### src/rtl/sprite_compositor.sv
// sprite_compositor
//
// Composites Barry and up to NUM_OBS obstacles per VGA pixel in a 2-stage
// pipeline, tracks per-frame collisions and runs the lives/invulnerability FSM.
//
// Ports:
//   clk_i, rst_ni            pixel clock, asynchronous active-low reset
//   frame_start_i            one-cycle pulse before pixel (0,0); never with pixel_valid_i
//   restart_i                one-cycle pulse; honoured only in DONE
//   pixel_valid_i, x_i, y_i  pixel coordinate stream
//   barry_*_i, thrust_i      Barry bounding box and jetpack fire (used live)
//   obs_*_i                  obstacle descriptors, slot i at [i*W +: W]; shadowed per frame
//   r_o, g_o, b_o            registered pixel colour, valid with out_valid_o (latency 2)
//   game_over_o              high in DONE
//   lives_o                  remaining lives
//   hit_o                    one-cycle pulse when a life is lost
module sprite_compositor #(
    parameter int unsigned NUM_OBS       = 4,
    parameter int unsigned LIVES         = 3,
    parameter int unsigned INVULN_FRAMES = 60,
    localparam int unsigned LW           = $clog2(LIVES + 1)
) (
    input  logic                   clk_i,
    input  logic                   rst_ni,
    input  logic                   frame_start_i,
    input  logic                   restart_i,
    input  logic                   pixel_valid_i,
    input  logic [9:0]             x_i,
    input  logic [8:0]             y_i,
    input  logic [9:0]             barry_x0_i,
    input  logic [9:0]             barry_x1_i,
    input  logic [8:0]             barry_y0_i,
    input  logic [8:0]             barry_y1_i,
    input  logic                   thrust_i,
    input  logic [NUM_OBS-1:0]     obs_en_i,
    input  logic [2*NUM_OBS-1:0]   obs_shape_i,
    input  logic [NUM_OBS-1:0]     obs_flick_i,
    input  logic [10*NUM_OBS-1:0]  obs_x0_i,
    input  logic [10*NUM_OBS-1:0]  obs_x1_i,
    input  logic [9*NUM_OBS-1:0]   obs_y0_i,
    input  logic [9*NUM_OBS-1:0]   obs_y1_i,
    output logic [7:0]             r_o,
    output logic [7:0]             g_o,
    output logic [7:0]             b_o,
    output logic                   out_valid_o,
    output logic                   game_over_o,
    output logic [LW-1:0]          lives_o,
    output logic                   hit_o
);

    localparam logic [23:0] ColYellow   = 24'hFFFF00;
    localparam logic [23:0] ColOrange   = 24'hFF8000;
    localparam logic [23:0] ColHead     = 24'hA4674A;
    localparam logic [23:0] ColTorso    = 24'h0A0A80;
    localparam logic [23:0] ColJetpack  = 24'h141414;
    localparam logic [23:0] ColBg       = 24'hF0F0F0;
    localparam logic [23:0] ColDoneBody = 24'h0000FF;

    typedef enum logic [1:0] {StPlay, StHit, StDone} state_e;

    // ------------------------------------------------------------------
    // Obstacle shadow, loaded only on frame_start so mid-frame edits never tear
    // ------------------------------------------------------------------
    logic [NUM_OBS-1:0]    sh_en_q;
    logic [2*NUM_OBS-1:0]  sh_shape_q;
    logic [NUM_OBS-1:0]    sh_flick_q;
    logic [10*NUM_OBS-1:0] sh_x0_q, sh_x1_q;
    logic [9*NUM_OBS-1:0]  sh_y0_q, sh_y1_q;

    always_ff @(posedge clk_i or negedge rst_ni) begin
        if (!rst_ni) begin
            sh_en_q    <= '0;
            sh_shape_q <= '0;
            sh_flick_q <= '0;
            sh_x0_q    <= '0;
            sh_x1_q    <= '0;
            sh_y0_q    <= '0;
            sh_y1_q    <= '0;
        end else if (frame_start_i) begin
            sh_en_q    <= obs_en_i;
            sh_shape_q <= obs_shape_i;
            sh_flick_q <= obs_flick_i;
            sh_x0_q    <= obs_x0_i;
            sh_x1_q    <= obs_x1_i;
            sh_y0_q    <= obs_y0_i;
            sh_y1_q    <= obs_y1_i;
        end
    end

    // ------------------------------------------------------------------
    // Stage 1: region flags. Everything widened to 11 bits so offsets never wrap.
    // ------------------------------------------------------------------
    logic [10:0] px, py, bx0, bx1, by0, by1;
    logic        in_x_left, in_x_right;
    logic        jet_d, fire_d, head_d, torso_d, body_d;

    assign px  = {1'b0, x_i};
    assign py  = {2'b0, y_i};
    assign bx0 = {1'b0, barry_x0_i};
    assign bx1 = {1'b0, barry_x1_i};
    assign by0 = {2'b0, barry_y0_i};
    assign by1 = {2'b0, barry_y1_i};

    assign in_x_left  = (px >= bx0) && (px <= bx0 + 11'd9);
    assign in_x_right = (px >= bx0 + 11'd10) && (px <= bx1);

    assign jet_d   = in_x_left && (py >= by0 + 11'd10) && (py <= by0 + 11'd45);
    assign fire_d  = in_x_left && (py >= by0 + 11'd46) && (py <= by1) && thrust_i;
    assign head_d  = in_x_right && (py >= by0) && (py <= by0 + 11'd15);
    assign torso_d = in_x_right && (py >= by0 + 11'd16) && (py <= by1);
    // Fire is decoration only and never collides
    assign body_d  = jet_d || head_d || torso_d;

    logic [10:0] ox0, ox1, oy0, oy1, dx, dy;
    logic [1:0]  oshape;
    logic        obox, oin;
    logic        obs_d, flick_d;

    always_comb begin
        obs_d   = 1'b0;
        flick_d = 1'b0;
        ox0     = '0;
        ox1     = '0;
        oy0     = '0;
        oy1     = '0;
        dx      = '0;
        dy      = '0;
        oshape  = '0;
        obox    = 1'b0;
        oin     = 1'b0;
        for (int i = 0; i < int'(NUM_OBS); i++) begin
            ox0    = {1'b0, sh_x0_q[i*10 +: 10]};
            ox1    = {1'b0, sh_x1_q[i*10 +: 10]};
            oy0    = {2'b0, sh_y0_q[i*9 +: 9]};
            oy1    = {2'b0, sh_y1_q[i*9 +: 9]};
            oshape = sh_shape_q[i*2 +: 2];
            obox   = sh_en_q[i] && (oshape != 2'b11) &&
                     (px >= ox0) && (px <= ox1) && (py >= oy0) && (py <= oy1);
            // Only meaningful when obox holds, so these never underflow where used
            dx     = px - ox0;
            dy     = py - oy0;
            unique case (oshape)
                2'b01:   oin = obox && (dy <= dx);
                2'b10:   oin = obox && (py + dx >= oy1);
                default: oin = obox;
            endcase
            // Lowest index wins colour selection
            if (oin && !obs_d) begin
                flick_d = sh_flick_q[i];
            end
            obs_d = obs_d || oin;
        end
    end

    logic v1_q, jet1_q, fire1_q, head1_q, torso1_q, obs1_q, flick1_q, coll1_q;

    always_ff @(posedge clk_i or negedge rst_ni) begin
        if (!rst_ni) begin
            v1_q     <= 1'b0;
            jet1_q   <= 1'b0;
            fire1_q  <= 1'b0;
            head1_q  <= 1'b0;
            torso1_q <= 1'b0;
            obs1_q   <= 1'b0;
            flick1_q <= 1'b0;
            coll1_q  <= 1'b0;
        end else begin
            v1_q     <= pixel_valid_i;
            jet1_q   <= jet_d;
            fire1_q  <= fire_d;
            head1_q  <= head_d;
            torso1_q <= torso_d;
            obs1_q   <= obs_d;
            flick1_q <= flick_d;
            coll1_q  <= pixel_valid_i && body_d && obs_d;
        end
    end

    // ------------------------------------------------------------------
    // Lives / invulnerability FSM
    // ------------------------------------------------------------------
    state_e        state_q;
    logic [LW-1:0] lives_q;
    logic [7:0]    inv_cnt_q;
    logic [7:0]    frame_cnt_q;
    logic          hit_pending_q;
    logic          hit_q;
    logic          game_over_q;

    always_ff @(posedge clk_i or negedge rst_ni) begin
        if (!rst_ni) begin
            state_q       <= StPlay;
            lives_q       <= LW'(LIVES);
            inv_cnt_q     <= '0;
            frame_cnt_q   <= '0;
            hit_pending_q <= 1'b0;
            hit_q         <= 1'b0;
            game_over_q   <= 1'b0;
        end else begin
            hit_q <= 1'b0;
            if (coll1_q && (state_q == StPlay)) begin
                hit_pending_q <= 1'b1;
            end
            if (frame_start_i) begin
                frame_cnt_q   <= frame_cnt_q + 8'd1;
                hit_pending_q <= 1'b0;
                unique case (state_q)
                    StPlay: begin
                        if (hit_pending_q) begin
                            lives_q <= lives_q - LW'(1);
                            hit_q   <= 1'b1;
                            if (lives_q == LW'(1)) begin
                                state_q     <= StDone;
                                game_over_q <= 1'b1;
                            end else begin
                                state_q   <= StHit;
                                inv_cnt_q <= 8'(INVULN_FRAMES);
                            end
                        end
                    end
                    StHit: begin
                        inv_cnt_q <= inv_cnt_q - 8'd1;
                        if (inv_cnt_q == 8'd1) begin
                            state_q <= StPlay;
                        end
                    end
                    default: ;
                endcase
            end
            if (restart_i && (state_q == StDone)) begin
                state_q       <= StPlay;
                lives_q       <= LW'(LIVES);
                hit_pending_q <= 1'b0;
                game_over_q   <= 1'b0;
            end
        end
    end

    // ------------------------------------------------------------------
    // Stage 2: colour mux, using the FSM state current at this stage
    // ------------------------------------------------------------------
    logic        blank;
    logic        body1;
    logic [23:0] rgb_d;

    assign blank = (state_q == StHit) && frame_cnt_q[2];
    assign body1 = jet1_q || head1_q || torso1_q;

    always_comb begin
        rgb_d = ColBg;
        if (state_q == StDone) begin
            if (body1) begin
                rgb_d = ColDoneBody;
            end
        end else if (obs1_q) begin
            rgb_d = flick1_q ? ColOrange : ColYellow;
        end else if (!blank) begin
            if (fire1_q) begin
                rgb_d = ColOrange;
            end else if (head1_q) begin
                rgb_d = ColHead;
            end else if (torso1_q) begin
                rgb_d = ColTorso;
            end else if (jet1_q) begin
                rgb_d = ColJetpack;
            end
        end
    end

    logic        v2_q;
    logic [23:0] rgb_q;

    always_ff @(posedge clk_i or negedge rst_ni) begin
        if (!rst_ni) begin
            v2_q  <= 1'b0;
            rgb_q <= '0;
        end else begin
            v2_q <= v1_q;
            // Hold the last colour between valid pixels
            if (v1_q) begin
                rgb_q <= rgb_d;
            end
        end
    end

    assign r_o         = rgb_q[23:16];
    assign g_o         = rgb_q[15:8];
    assign b_o         = rgb_q[7:0];
    assign out_valid_o = v2_q;
    assign game_over_o = game_over_q;
    assign lives_o     = lives_q;
    assign hit_o       = hit_q;

endmodule

### config.mk
export PLATFORM = sky130hd
export DESIGN_NAME = sprite_compositor
export DESIGN_NICKNAME = d
export VERILOG_FILES = /design/src/rtl/sprite_compositor.sv
export SDC_FILE = /design/constraint.sdc
export NUM_CORES = 1
export LEC_CHECK = 0
export CORE_UTILIZATION = 59
export CTS_BUF_LIST = sky130_fd_sc_hd__clkbuf_2
export DETAILED_ROUTE_END_ITERATION = 10
export MAX_ROUTING_LAYER = met4
export PLACE_DENSITY_LB_ADDON = 0.3
export SLEW_MARGIN = 20
export SYNTH_ARGS = -nofsm -noshare
export SYNTH_HDL_FRONTEND = slang
export SYNTH_SLANG_ARGS = --single-unit
### constraint.sdc
create_clock -name clk_i -period 5 [get_ports clk_i]
set_input_delay 0.75 -clock clk_i [delete_from_list [all_inputs] [get_ports clk_i]]
set_output_delay 0.75 -clock clk_i [all_outputs]
set_load 0.005 [all_outputs]
# Word-level counts from Yosys, hierarchy flattened

Index checks and enable logic that the tools add are counted.

Output and inout bits: 29
Input port bits: 231
Register bits after elaboration: 224

Order comparisons: 35
Muxes and demuxes: 41
$add $sub $neg: 22
Eq/ne operators: 20
Reductions and logical operators: 69

Operator list:

| cell                                                            | number |
|---|---|
| 24-bit two-way mux                                              | 8 |
| 10-bit greater-or-equal comparator                              | 5 |
| 10-bit <= comparator                                            | 5 |
| 1-bit logical AND                                               | 47 |
| 9-bit greater-or-equal comparator                               | 5 |
| 9-bit <= comparator                                             | 5 |
| 9-bit by 11-bit adder with 11-bit output                        | 4 |
| 11-bit by 9-bit greater-or-equal comparator with 1-bit output   | 4 |
| 11-bit <= comparator                                            | 4 |
| 10-bit by 10-bit subtractor with 11-bit output                  | 4 |
| 9-bit by 9-bit subtractor with 10-bit output                    | 4 |
| 9-bit by 10-bit greater-or-equal comparator with 1-bit output   | 3 |
| 10-bit by 4-bit adder with 11-bit output, second input constant | 2 |
| 9-bit by 4-bit adder with 10-bit output, second input constant  | 2 |
| 9-bit by 6-bit adder with 10-bit output, second input constant  | 2 |
| 9-bit by 10-bit <= comparator with 1-bit output                 | 2 |
| 2-bit two-way mux                                               | 9 |
| 8-bit two-way mux                                               | 2 |
| 8-bit one-hot mux with 2 select lines                           | 1 |
| 1-bit two-way mux                                               | 15 |
| 15-bit two-way mux                                              | 1 |
| 2-bit by 1-bit == test with 1-bit output, second input constant | 6 |
| 2-bit != test, second input constant                            | 6 |
| 4-bit AND reduction                                             | 3 |
| 18 further kinds                                                | 38 |

# Depth between registers and ports, before layout

Word-level depth: 13
Depth in mapped cells: 23
Depth with buffers taken out: 23

# Worst setup path before layout

OpenSTA, ideal clock, no wires.

Kind: input port to flip-flop
Start point: input port x_i[0]
End point: register flick1_q
Setup time: 0.079 ns
Cell stages on the path: 21
Path slack: 0.401 ns
Data arrival time: 4.520 ns
Data required time: 4.921 ns
Cell sequence: inv_1 ha_1 inv_1 fa_1 a21o_1 a21oi_1 xnor2_1 ha_1 and3_1 a221o_1 o21ai_0 xnor2_1 ha_1 nor2b_1 o21ai_0 nand3_1 a21oi_1 nand4_1 a31oi_1 a21boi_0 a2bb2oi_1

Longest elaborated chain between the ends: 12
Elaborated cells on any way between the ends: 64
Classes of those cells: add/sub: 8; order compare: 16; mux: 8; reduce/logical: 32

RTL lines:

| element                                                                                 | line | RTL |
|---|---|---|
| from (decl)                                                                             | 28   | `input logic [9:0] x_i,` |
| branches (longest 11 deep; another with 10-bit by 10-bit subtractor with 11-bit output) | n/a  |  |
| 1-bit two-way mux (*)                                                                   | 148  | `if (oin && !obs_d) begin` |
| net flick_d                                                                             | 117  | `logic obs_d, flick_d;` |
| to (signal assigned)                                                                    | 174  | `flick1_q <= flick_d;` |
| to (decl)                                                                               | 155  | `logic v1_q, jet1_q, fire1_q, head1_q, torso1_q, obs1_q, flick1_q, coll1_q;` |

Mark *: on every way through the listed nets, which the timed path passes.
A chain may end at the register's enable or synchronous reset.

# Worst setup path in the final report

Start point: input port x_i[0]
End point: register coll1_q

Longest elaborated chain between the ends: 11
Elaborated cells on any way between the ends: 71
Classes of those cells: add/sub: 8; order compare: 20; mux: 4; reduce/logical: 39

RTL lines:

| element                                                                                | line | RTL |
|---|---|---|
| branches (longest 9 deep; another with 10-bit by 10-bit subtractor with 11-bit output) | n/a  |  |
| 1-bit logical OR (*)                                                                   | 151  | `obs_d = obs_d \|\| oin;` |
| net obs_d                                                                              | 117  |  |
| 1-bit logical AND (*)                                                                  | 175  | `coll1_q <= pixel_valid_i && body_d && obs_d;` |
| to (signal assigned)                                                                   | 175  |  |
| to (decl)                                                                              | 155  |  |

Marked as above.

==> impl_metrics.py <==
metrics = {
    "hold_path": {
        "worstHoldEndpoint": "sh_y0_q[1]$_DFFE_PN0P_",
        "hold_path_startpoint": "frame_start_i",
        "min_path_type": "in -> reg",
        "hold_depth": 3,
    },
    "sta": {
        "finalCriticalPeriod_ns": 4.613,
        "hold_viol": 0,
        "period_share": 0.9226,
        "rsz0062_at_grt": "no",
        "fmax_mhz": 216.8,
        "finalSetupViolations": 0,
        "finalMaxSlewViolations": 0,
        "skew_ns": 0.06871,
        "tightest_slew_ns": 1.023,
        "setup_tns_ns": 0,
        "slew-limit-headroom": 0.3183,
        "setup_slack_ns": 0.3869,
    },
    "die": {
        "io_pins": 260,
        "start_util": 0.5982,
        "die-area_um2": 34740,
        "die_h_um": 186.4,
        "placementRows": 67,
        "core-area_um2": 33530,
        "die_x_um": 186.4,
    },
    "setup_path": {
        "r2r_end": "coll1_q$_DFF_PN0_",
        "crit_path_end_kind": "register",
        "reg2reg_from": "sh_x0_q[10]$_DFFE_PN0P_",
        "crit_path_start_kind": "input pin",
        "crit_arrival_ns": 5.54,
        "required_ns": 5.93,
        "path_class": "in -> reg",
        "r2r_slack_ns": 0.52,
        "critPathMaxFanout": 4,
        "r2r_cells": 20,
    },
    "route": {
        "vias": 19010,
        "drtPass1Iterations": 5,
        "wirelength_um": 59990,
        "ant_nets": 0,
        "drc": 0,
        "avgRoutedWirePerCell_um": 18.05,
        "via_per_inst": 5.719,
        "drt-initial-drc-count": 1024,
    },
    "clocking": {
        "cts_sinks": 214,
        "cts_tree": "done",
        "postCtsSetupRepairBufs": 0,
        "clock_latency_ns": 1.03,
        "cts_max_level": 2,
        "clk_pin_slew_ns": 0.11,
        "root_buffer": "clkbuf_2",
        "cts_buffers": 56,
        "clockBufferDepth": 3,
    },
    "run": {
        "maxCapViolCount": 0,
    },
    "yosys": {
        "synth_top_area_cell": "dfrtp_1",
        "ys_warn_count": 0,
        "ys_top_cells_by_area": "dfrtp_1 (26%), ha_1 (24%), o21ai_0 (6.4%), inv_1 (5.3%), nand2_1 (4.5%)",
        "synthFlopType": "dfrtp_1",
        "synth_nets": 3007,
        "synth-edff-count": 0,
        "ys_seq_area_frac": 0.2671,
        "ys_types": 74,
        "synth.avg_cell_area_um2": 8.442,
        "async_flop_share": 1.000,
        "synth_cells": 2376,
        "ys_seq_elements": 214,
        "yosysTopAreaCellShare": 0.2645,
        "synth_area_um2": 20060,
    },
    "place": {
        "io_buffers": 259,
        "place_inst": 3226,
        "hpwl_um": 47930,
        "gp_congestion": 0.9466,
        "dp_slack_ns": -0.5760,
    },
    "grt": {
        "grt_usage": 0.3581,
        "grt_max_degree": 196,
        "antenna_found_initial": 2,
        "grt-ovfl-total": 0,
        "grt_pass1_vias": 19150,
        "grt_pass1_wl_um": 96640,
    },
    "pwr": {
        "total_power_mw": 7.222,
        "leakage_nw": 12.36,
        "power_density_nw_per_um2": 287.7,
        "max-vdd-ir-drop_uv": 227.8,
    },
    "finish": {
        "syn2layout_area_growth_pct": 25.17,
        "fin_cells": 3324,
        "fin_nets": 3468,
        "drive_gt1_frac": 0.1190,
    },
    "run_status": {
        "outcome": "finished, final reports clean",
    },
}
==> layer usage <==
| layer | part of all wire | global-route usage | wire, um | vias to the layer above |
|---|---|---|---|---|
| met5 | 0 | - | 0 | - |
| met4 | 0.040 | 0.1513 | 2377 | 0 |
| met3 | 0.056 | 0.04627 | 3344 | 146 |
| met2 | 0.48 | 0.5959 | 28640 | 614 |
| met1 | 0.43 | 0.4371 | 25630 | 8950 |
| li1 | - | - | - | 9299 |
==> state kept, by name, indices dropped and copies added, names as in the netlist, 2 cells and up <==
signal       cells
lives_o          2
sh_en_q          4
sh_x1_q         40
sh_y0_q         36
sh_x0_q         40
frame_cnt_q      3
sh_shape_q       8
sh_y1_q         36
inv_cnt_q        8
sh_flick_q       4
state_q          2
rgb_q           19
==> cells in the final DEF, fill, tap and decap left out, types with 40 or more instances in the layout <==
cell	count
nand2_1	239
buf_4	192
xnor2_1	89
clkbuf_2	79
nand3_1	42
a21oi_1	143
dfrtp_1	212
o21ai_0	257
a21o_1	43
clkdlybuf4s50_1	257
nor2b_1	42
inv_1	284
ha_1	388
nor3_1	40
nor2_1	124
==> where the power goes <==
part	internal, mW	leakage, nW	switching, mW	total [mW]
clock	0.529	0.390	0.774	1.30
sequential	1.95	2.59	0.123	2.07
combinational	1.87	9.37	1.97	3.85
==> how the worst max path moves through the flow <==
stage	from	endpoint	slack, ns
floorplan	x_i[0]	flick1_q$_DFF_PN0_	0.40
global placement	x_i[0]	coll1_q$_DFF_PN0_	-0.41
detailed placement	x_i[0]	coll1_q$_DFF_PN0_	-0.58
CTS	x_i[0]	coll1_q$_DFF_PN0_	0.55
global route	x_i[0]	coll1_q$_DFF_PN0_	0.06
finish	x_i[0]	coll1_q$_DFF_PN0_	0.39
==> final cells by class <==
type                    count  area, um^2
fillers                  2605        8426
well taps                 448       560.5
clock inverters            16       122.6
flip-flops and latches    214        5358
multi-input cells        1819       13390
clock buffers              79       395.4
inverters                 287        1077
diodes                      2       5.005
repair buffers            459        4194
==> synth_stat cells (10+ instances only) <==
cell and count:
a211oi_1 25, a21o_1 43, a21oi_1 143, and3_1 14, clkbuf_1 48, dfrtp_1 212, fa_1 12, ha_1 388
inv_1 284, mux2_2 34, nand2_1 239, nand2b_1 34, nand3_1 42, nand4_1 34, nor2_1 124, nor2b_1 42
nor3_1 40, nor4_1 12, o211ai_1 21, o21a_1 34, o21ai_0 257, o21bai_1 16, o22ai_1 10, xnor2_1 89
xor2_1 31
==> through the flow <==
stage | cell area [um^2] | hold WS [ns] | util
after floorplan | 20060 | 0.3704 | -
after global placement | 24570 | 0.4607 | 0.7328
after detailed placement | 24570 | 0.4848 | 0.7328
after CTS | 25100 | 0.1379 | 0.7486
after global routing | 25110 | 0.2127 | 0.7487
final | 25110 | 0.2090 | 0.7487
==> cells by family (layout without fill, tap and decap cells) <==
logic type / after synthesis / count (layout) / share of synthesized area
AOI/OAI and AO/OA: 636 / 636 / 0.1926
and+or+nand+nor: 624 / 624 / 0.1471
adders and majority gates: 400 / 400 / 0.2540
buffers and inverters: 343 / 841 / 0.06512
DFF: 214 / 214 / 0.2671
xor gates and xnor gates: 120 / 120 / 0.05240
muxes: 39 / 39 / 0.02165
other: 0 / 2 / 0
==> timing repair <==
item                                    in CTS  in global routing
hold buffers                                 1                  0
resized for setup                            0                  0
hold endpoints to repair                   123                  0
endpoints found under the setup margin       0                  0
==> worst max-delay path, stage by stage <==
cell and delay (ns):
clkdlybuf4s50_1 0.40, inv_1 0.29, ha_1 0.24, inv_1 0.06
fa_1 0.41, a211oi_1 0.34, o21bai_1 0.12, a21oi_1 0.19
xnor2_1 0.14, ha_1 0.32, o211ai_1 0.08, a21oi_1 0.20
o21a_1 0.19, nor2_1 0.06, ha_1 0.18, nor3b_1 0.27
o2111ai_1 0.22, a211oi_1 0.31, a22oi_1 0.21, a22oi_2 0.29
nand4_2 0.15, o311a_1 0.14
No activity file was read; power rests on OpenSTA's default activity.
